### src/rtl/adpll_hop_ctr.sv
// ---------------------------------------------------------------------------
// adpll_hop_ctr
// Frequency-hop sequencer for an all-digital PLL. A CPU programs a table of
// FCW profiles, a hop count, a dwell length and a lock timeout. Once started,
// the sequencer steps through the profiles. For each profile it loads the FCW,
// waits for the core to report lock, dwells for the programmed time and then
// hops to the next profile.
//
// Ports
//   clk          sole clock, rising edge
//   rst          asynchronous reset, active low
//   sel, write   CPU access strobe / write qualifier
//   address      CPU register address
//   data_in      CPU write data
//   data_out     CPU read data, valid while ready is high
//   ready        sel delayed by one clock
//   channel_lock lock indication from the ADPLL core
//   fcw          frequency control word driven to the core
//   adpll_en     core enable (high while waiting for lock or dwelling)
//   irq          level interrupt: irq_en & (done | timeout_err | lock_lost)
// ---------------------------------------------------------------------------
module adpll_hop_ctr #(
  parameter int FCWW   = 26,
  parameter int NPROF  = 8,
  parameter int CNT_W  = 16,
  parameter int ADDR_W = 6
) (
  input  logic              clk,
  input  logic              rst,
  input  logic              sel,
  input  logic              write,
  input  logic [ADDR_W-1:0] address,
  input  logic [31:0]       data_in,
  output logic [31:0]       data_out,
  output logic              ready,
  input  logic              channel_lock,
  output logic [FCWW-1:0]   fcw,
  output logic              adpll_en,
  output logic              irq
);

  localparam int IW = (NPROF > 1) ? $clog2(NPROF) : 1;
  localparam logic [FCWW-1:0]  FCW_RST     = FCWW'(32'h0262_0000);
  localparam logic [CNT_W-1:0] DWELL_RST   = CNT_W'(32'h0000_0100);
  localparam logic [CNT_W-1:0] TIMEOUT_RST = {CNT_W{1'b1}};

  typedef enum logic [1:0] {
    S_IDLE      = 2'd0,
    S_LOAD      = 2'd1,
    S_WAIT_LOCK = 2'd2,
    S_DWELL     = 2'd3
  } state_t;

  state_t state, state_nxt;

  // Configuration registers
  logic              loop_en;
  logic              irq_en;
  logic [5:0]        nhop;
  logic [CNT_W-1:0]  dwell;
  logic [CNT_W-1:0]  timeout;
  logic [FCWW-1:0]   prof [NPROF];

  // Sequencer datapath
  logic [IW-1:0]     idx;
  logic [CNT_W-1:0]  tcnt;
  logic [CNT_W-1:0]  dcnt;
  logic              done;
  logic              timeout_err;
  logic              lock_lost;
  logic              busy;

  // CPU decode
  logic [31:0]       addr32;
  logic              wr;
  logic              ctrl_wr;
  logic              status_wr;
  logic              start;
  logic              stop;
  logic              soft_rst;
  logic              prof_hit;
  logic [IW-1:0]     prof_idx;
  logic [31:0]       rdata;
  logic              unused_data;

  // Sequencer events produced by the next-state logic
  logic              start_go;
  logic              load_fcw;
  logic              lock_acq;
  logic              to_abort;
  logic              tcnt_inc;
  logic              lost;
  logic              hop;
  logic              dcnt_inc;

  logic [5:0]        hops_m1;
  logic              last_hop;

  assign addr32    = 32'(address);
  assign wr        = sel & write;
  assign ctrl_wr   = wr && (addr32 == 32'd0);
  assign status_wr = wr && (addr32 == 32'd1);
  assign start     = ctrl_wr & data_in[0];
  assign stop      = ctrl_wr & data_in[1];
  assign soft_rst  = ctrl_wr & data_in[4];
  assign prof_hit  = (addr32 >= 32'd16) && (addr32 < 32'(16 + NPROF));
  assign prof_idx  = IW'(addr32 - 32'd16);
  // Not every data_in bit lands in a register; fold them so none dangle.
  assign unused_data = ^data_in;

  // Effective hop count is NHOP clamped to [1, NPROF]; keep it as last index.
  always_comb begin
    if (nhop == 6'd0) begin
      hops_m1 = 6'd0;
    end else if (nhop > 6'(NPROF)) begin
      hops_m1 = 6'(NPROF - 1);
    end else begin
      hops_m1 = nhop - 6'd1;
    end
  end

  assign last_hop = (6'(idx) == hops_m1);

  // FSM state register
  always_ff @(posedge clk or negedge rst) begin
    if (!rst) begin
      state <= S_IDLE;
    end else begin
      state <= state_nxt;
    end
  end

  // FSM next-state logic and datapath events
  always_comb begin
    state_nxt = state;
    start_go  = 1'b0;
    load_fcw  = 1'b0;
    lock_acq  = 1'b0;
    to_abort  = 1'b0;
    tcnt_inc  = 1'b0;
    lost      = 1'b0;
    hop       = 1'b0;
    dcnt_inc  = 1'b0;
    case (state)
      S_IDLE: begin
        if (start) begin
          start_go  = 1'b1;
          state_nxt = S_LOAD;
        end
      end
      S_LOAD: begin
        load_fcw  = 1'b1;
        state_nxt = S_WAIT_LOCK;
      end
      S_WAIT_LOCK: begin
        // Lock has priority over an expiring timeout in the same cycle.
        if (channel_lock) begin
          lock_acq  = 1'b1;
          state_nxt = S_DWELL;
        end else if (tcnt == timeout) begin
          to_abort  = 1'b1;
          state_nxt = S_IDLE;
        end else begin
          tcnt_inc  = 1'b1;
        end
      end
      S_DWELL: begin
        if (!channel_lock) begin
          lost      = 1'b1;
          state_nxt = S_WAIT_LOCK;
        end else if (dcnt == dwell) begin
          hop       = 1'b1;
          state_nxt = (last_hop && !loop_en) ? S_IDLE : S_LOAD;
        end else begin
          dcnt_inc  = 1'b1;
        end
      end
      default: state_nxt = S_IDLE;
    endcase
    // stop (or a soft reset) beats everything, including a same-write start,
    // and freezes fcw/idx/flags where they are.
    if (stop || soft_rst) begin
      state_nxt = S_IDLE;
      start_go  = 1'b0;
      load_fcw  = 1'b0;
      lock_acq  = 1'b0;
      to_abort  = 1'b0;
      tcnt_inc  = 1'b0;
      lost      = 1'b0;
      hop       = 1'b0;
      dcnt_inc  = 1'b0;
    end
  end

  // FSM outputs
  always_comb begin
    busy     = (state != S_IDLE);
    adpll_en = (state == S_WAIT_LOCK) || (state == S_DWELL);
  end

  // Configuration registers; table/count writes are ignored while hopping.
  always_ff @(posedge clk or negedge rst) begin
    if (!rst) begin
      loop_en <= 1'b0;
      irq_en  <= 1'b0;
      nhop    <= 6'd1;
      dwell   <= DWELL_RST;
      timeout <= TIMEOUT_RST;
      for (int i = 0; i < NPROF; i++) prof[i] <= FCW_RST;
    end else if (soft_rst) begin
      loop_en <= 1'b0;
      irq_en  <= 1'b0;
      nhop    <= 6'd1;
      dwell   <= DWELL_RST;
      timeout <= TIMEOUT_RST;
      for (int i = 0; i < NPROF; i++) prof[i] <= FCW_RST;
    end else begin
      if (ctrl_wr) begin
        loop_en <= data_in[2];
        irq_en  <= data_in[3];
      end
      if (wr && !busy) begin
        if (addr32 == 32'd2) nhop    <= data_in[5:0];
        if (addr32 == 32'd3) dwell   <= data_in[CNT_W-1:0];
        if (addr32 == 32'd4) timeout <= data_in[CNT_W-1:0];
        if (prof_hit)        prof[prof_idx] <= data_in[FCWW-1:0];
      end
    end
  end

  // Sequencer datapath, sticky flags and interrupt
  always_ff @(posedge clk or negedge rst) begin
    if (!rst) begin
      fcw         <= FCW_RST;
      idx         <= '0;
      tcnt        <= '0;
      dcnt        <= '0;
      done        <= 1'b0;
      timeout_err <= 1'b0;
      lock_lost   <= 1'b0;
      irq         <= 1'b0;
    end else if (soft_rst) begin
      fcw         <= FCW_RST;
      idx         <= '0;
      tcnt        <= '0;
      dcnt        <= '0;
      done        <= 1'b0;
      timeout_err <= 1'b0;
      lock_lost   <= 1'b0;
      irq         <= 1'b0;
    end else begin
      // W1C first so that a flag raised in the same cycle is not lost.
      if (status_wr) begin
        if (data_in[1]) timeout_err <= 1'b0;
        if (data_in[2]) done        <= 1'b0;
        if (data_in[3]) lock_lost   <= 1'b0;
      end
      if (start_go) begin
        idx         <= '0;
        done        <= 1'b0;
        timeout_err <= 1'b0;
        lock_lost   <= 1'b0;
      end
      if (load_fcw) begin
        fcw  <= prof[idx];
        tcnt <= '0;
      end
      if (lock_acq) dcnt <= '0;
      if (tcnt_inc) tcnt <= tcnt + CNT_W'(1);
      if (to_abort) timeout_err <= 1'b1;
      if (lost) begin
        lock_lost <= 1'b1;
        tcnt      <= '0;
      end
      if (dcnt_inc) dcnt <= dcnt + CNT_W'(1);
      if (hop) begin
        if (!last_hop) begin
          idx <= idx + IW'(1);
        end else if (loop_en) begin
          idx <= '0;
        end else begin
          done <= 1'b1;
        end
      end
      irq <= irq_en & (done | timeout_err | lock_lost);
    end
  end

  // Read mux
  always_comb begin
    rdata = 32'hFFFF_FFFF;
    if (prof_hit) begin
      rdata = 32'(prof[prof_idx]);
    end else begin
      case (addr32)
        32'd0:   rdata = {27'b0, 1'b0, irq_en, loop_en, 2'b0};
        32'd1:   rdata = {19'b0, 5'(idx), 4'b0, lock_lost, done, timeout_err, busy};
        32'd2:   rdata = 32'(nhop);
        32'd3:   rdata = 32'(dwell);
        32'd4:   rdata = 32'(timeout);
        default: rdata = 32'hFFFF_FFFF;
      endcase
    end
  end

  // Read data is captured with sel and presented alongside ready.
  always_ff @(posedge clk or negedge rst) begin
    if (!rst) begin
      ready    <= 1'b0;
      data_out <= '0;
    end else begin
      ready <= sel;
      if (sel) data_out <= rdata;
    end
  end

endmodule

### config.mk
export PLATFORM = sky130hd
export DESIGN_NAME = adpll_hop_ctr
export DESIGN_NICKNAME = d
export VERILOG_FILES = /design/src/rtl/adpll_hop_ctr.sv
export SDC_FILE = /design/constraint.sdc
export NUM_CORES = 1
export LEC_CHECK = 0
export ABC_CLOCK_PERIOD_IN_PS = 2600
export CAP_MARGIN = 40
export CORE_MARGIN = 5
export CORE_UTILIZATION = 25
export CTS_CLUSTER_SIZE = 24
export DETAILED_ROUTE_END_ITERATION = 10
export SLEW_MARGIN = 20
export SYNTH_ARGS = -nofsm -noshare
export SYNTH_HDL_FRONTEND = slang
export SYNTH_SLANG_ARGS = --single-unit
export TNS_END_PERCENT = 10
### constraint.sdc
create_clock -name clk -period 2.6 [get_ports clk]
set_input_delay 0.26 -clock clk [delete_from_list [all_inputs] [get_ports clk]]
set_output_delay 0.26 -clock clk [all_outputs]
set_load 0.02 [all_outputs]
; ---- Word level (Yosys, flattened, before mapping)
; Cells that the tools add are included.
[word_totals]
reg_bits = 348
inputBits = 43
wordCells = 187
[op_classes]
addsub = 5
n_lt_le_gt_ge = 6
n_eq_ne = 13
muxes = 96
n_bitwise = 9
n_reduce_logical = 34
[ops]
columns = operator, n
row1 = $mux 208, 3
row2 = $bwmux 208, 1
row3 = $mux 16, 13
row4 = $mux 26, 7
row5 = $pmux 32 s5, 1
row6 = $bmux 26 s3, 2
row7 = $demux 26 s3, 1
row8 = $mux 1, 50
row9 = $add 16x1->16 const B, 2
row10 = $eq 16x16->1, 2
row11 = $logic_not 32->1, 1
row12 = $mux 32, 1
row13 = $mux 6, 5
row14 = $reduce_bool 4->1, 5
row15 = $reduce_bool 2->1, 8
row16 = $mux 3, 5
row17 = $eq 6x2->1 const B, 2
row18 = $mux 2, 6
row19 = $reduce_and 2->1, 6
row20 = $ge 4x4->1 const B, 2
row21 = $ne 4x4->1 const B, 2
row22 = $not 3->4, 2
row23 = $pmux 2 s4, 1
row24 = $eq 3x6->1, 1
row25 = other kinds (21), 34

; ---- Longest topological paths before layout
; Gate-level depths: netlist (run 1).
[logic_depth]
ltp_word = 11
ltp_mapped = 10
ltp_nobuf = 8

; ---- Least setup slack after synthesis (run 1)
; OpenSTA, ideal clock, no wires.
[synth_timing]
kind = reg-to-reg
start = reg nhop[0]
end = reg idx[0]
arrival_ns = 2.264
path_slack_ns = 0.240
path_stages_with_launch = 9
path_buffers = 0
period_less_slack_ns = 2.360
path_cell_list = dfstp_2 inv_1 ha_1 inv_1 maj3_2 or3_1 a2111o_1 o31a_1 o31ai_1
[synth_between]
elab_chain_cells = 7
elab_cells_between_ends = 9
[synth_rtl]
columns = item, line
row1 = from (decl), 59  ; logic [5:0] nhop;
row2 = from (signal assigned), 223  ; if (addr32 == 32'd2) nhop <= data_in[5:0];
row3 = $sub 6x1->6 / $gt 6x4->1 (equally long branches), "118, 115"
row4 = $mux 6, 115  ; end else if (nhop > 6'(NPROF)) begin
row5 = $mux 6 *, 113  ; if (nhop == 6'd0) begin
row6 = $eq 3x6->1 *, 122  ; assign last_hop = (6'(idx) == hops_m1);
row7 = $mux 3 *, 277  ; if (!last_hop) begin
row8 = $mux 3 *, 276  ; if (hop) begin
row9 = $mux 3 *, 242  ; end else if (soft_rst) begin
row10 = to (signal assigned), 278  ; idx <= idx + IW'(1);
row11 = to (decl), 65  ; logic [IW-1:0] idx;
; Every way passes the cells marked *; elsewhere a longest branch is shown, timed or not.
; A chain may end at the register's enable or synchronous reset.

; ---- Worst setup path after layout (run 1)
; Same ends and word-level chain as after synthesis.

==> metrics.txt, run 1 <==
max_cap viols=0; DR DRC count=0; wire length on met2=31.5 mm; Synth Area per Inst=9.67 µm²; CTS Buf Count=41; Async S/R FF share, synth=100%; power per cell area=759 mW/mm²; Placed Instances=2947; htree depth=2; Layout fillers=7635; Synth Area in Compound Gates=13.6%; drt total wl=67.7 mm; WL met3=5.83 mm; deepest clock path buffer count=3; M1 WL=27.9 mm; Routability Congestion=0.871; status=finished, final reports clean; highest clock rate=396 MHz; CTS root buf=clkbuf_16; Hold Vio Cnt, Final=0; most common cell after layout, fill and taps aside=dfrtp_1; critical path data required time=3.07 ns; Yosys reg bits=343; r2r setup slk=0.08 ns; vias in the first global route=16300; Min Clock Period, post-route=2.52 ns; die width=285 µm; cell taking the most area after synthesis=dfrtp_1; yosys warns=0; pre-CTS WS=0.0400 ns; cell repeated most along the worst path=inv_1; number of DRC markers in iteration 0=1929; synth unique cells=76; non-filler instance count after layout=3025; Syn Nets=2000; largest family of logic cells by synthesized area=multiplexers; CP endpoint kind=register; worst-path cell chain=inv_1 > ha_1 > inv_1 > maj3_2 > or3_1 > a2111o_1 > o31a_1 > o31ai_1; most frequent cells in the layout=287 x dfrtp_1, 254 x nand2_1, 170 x a21oi_1, 162 x nor2_1; area grow syn2layout=21.0%; Die Span Y=285 µm; Slew @ Worst Pin=1.10 ns; Initial Utilization=25.3%; total power=0.0173 W; max layer used=met4; Top FF cell, synth=dfrtp_1; Setup WS post-layout=0.0770 ns; Synth Area in XOR/XNOR=1.81%; final count of pins violating max slew=0; Vias per Instance=5.34; TritonRoute pass-1 iters=6; dominant cells by area after synthesis=dfrtp_1 38%, mux2i_1 8.2%, mux4_2 7.9%; Row Count=100; final worst-path cycle share=97.0%; area of the multi-input gates=0.00932 mm²; sequential share of the synthesized area=45.8%; Cell Area, Synth=0.0189 mm²; nets@finish=2070; IO buf count=97; Post-Syn Instances=1952; total overflow reported by the global router=0; initial antenna violation count=1; Core ar.=0.0747 mm²; Setup Skew=0.0200 ns; largest net degree at the start of global routing=96; layout cells sized above 1=17.6%; CTS sink cnt=343; routed length per instance=22.4 µm; DIE AREA=0.0811 mm²; worst hold margin=0.197 ns; final setup violation count=0; Critical Path Max Stage Delay=0.55 ns; number of synthesized flops with an enable pin=0; detailed-route via count=16100; critical path fanouts, max=5; adder-cell share of the synthesized area=0.444%; Slew HR=24.7%; Lkg Pwr=10.1 nW; CTS tree=done; clock slew at reported path FFs=0.06 ns; IO Count=104; worst-path cell with the longest stage delay=dfstp_2; antenna-violating nets left=0; clock insertion delay at the later pin of the skew report=0.57 ns; Startpoint Class=register; register area=0.00866 mm²; Simple-Gate Fraction of Synth Area=16.0%; CP Data Arrival Time=3.00 ns; dpl hpwl=45.6 mm; Hold/Removal Path Class=input port to async pin; global-route wire length before repair=103 mm; VDD IR max=0.000380 V; WS Path Type=register to register; Yosys top cell area share=38.3%; mux cell area share after synthesis=17.2%; GRT Total Usage=16.3%
[layer usage]
metal	up-vias	GRT usage (%)
met1	8121	21.5
met2	793	26.2
met5	-	0
met4	0	5.65
met3	134	3.79
li1	7101	-
[power by group]
part           internal [W]  switching, W
combinational       0.00208       0.00262
clock               0.00353       0.00235
sequential          0.00607      0.000673
[final cells by class]
class | count | area share (%)
Clock buffer | 67 | 5.55
Inverter | 40 | 0.658
Timing Repair Buffer | 216 | 9.23
Clock inverter | 9 | 0.471
Tap cell | 969 | 5.31
Multi-Input combinational cell | 1380 | 40.8
Antenna cell | 1 | 0.0110
Sequential cell | 343 | 37.9
[cells in the mapped netlist, types with 12 or more instances]
master    count
dfrtp_1     289
nand2_1     254
a21oi_1     170
nor2_1      164
nand3_1     158
mux2i_1     154
clkbuf_1    111
o21ai_0     110
mux4_2       66
dfstp_2      54
buf_2        50
inv_1        39
a211oi_1     27
xor2_1       22
mux2_2       19
buf_1        17
xnor2_1      17
a221oi_1     16
o22ai_1      15
a22oi_1      14
and2_1       14
and3_1       13
nand4_1      12
[worst max-delay path: cells and delay by family, from the launching register on]
family                   cells  cell delay, ns
AND/OR/NAND/NOR              1            0.30
buffers and inverters        2            0.10
AO/OA/AOI/OAI                3            0.89
flip-flops                   1            0.55
adder cells (fa/ha/maj)      2            0.57
[final timing paths]
check                               start     endpoint  cells after the start
worst max-delay path              nhop[0]       idx[0]                      8
worst min-delay path                  rst      dcnt[8]                      2
worst max register to register    nhop[0]       idx[0]                      8
worst min register to register  prof[199]    prof[199]                      2
max in group asynchronous             rst    prof[171]                      3
min in group clk                      sel  data_out[7]                      3
[repair_timing]
item | in CTS | in global routing
endpoints found under the setup margin | 0 | 2
endpoints found under the hold margin | 52 | 0
hold buffers | 1 | 0
setup buffers | 0 | 0
gates resized for setup | 0 | 2
[metrics by stage]
step / instance area (µm²) / utilization (%) / TNS [ns]
2_1_floorplan: 18900 / - / 0
3_3_place_gp: 21400 / 28.7 / 0
3_5_place_dp: 21400 / 28.7 / 0
4_1_cts: 22800 / 30.5 / 0
5_1_grt: 22800 / 30.6 / -0.00168
6_report: 22800 / 30.6 / 0
[kinds of logic after synthesis]
group           count (synthesis)
simple gates                  671
compound gates                424
flops                         343
mux                           239
buf+inv                       229
xor+xnor                       39
fa+ha+maj                       7
[flip-flops by register name, summed over array words and instances (netlist names), 2 cells and up]
| register | cells |
|---|---|
| dcnt | 16 |
| state | 2 |
| nhop | 6 |
| timeout | 16 |
| dwell | 16 |
| idx | 3 |
| prof | 208 |
| data_out | 27 |
| tcnt | 16 |
| fcw | 26 |
(Power assumes the default switching activity.)
==> inputs of run 2 (changes only) <==
Settings changed: TNS_END_PERCENT 10 to 100.
==> results of run 2 <==
No change in the layout: final DEF, timing and power equal those of run 1.
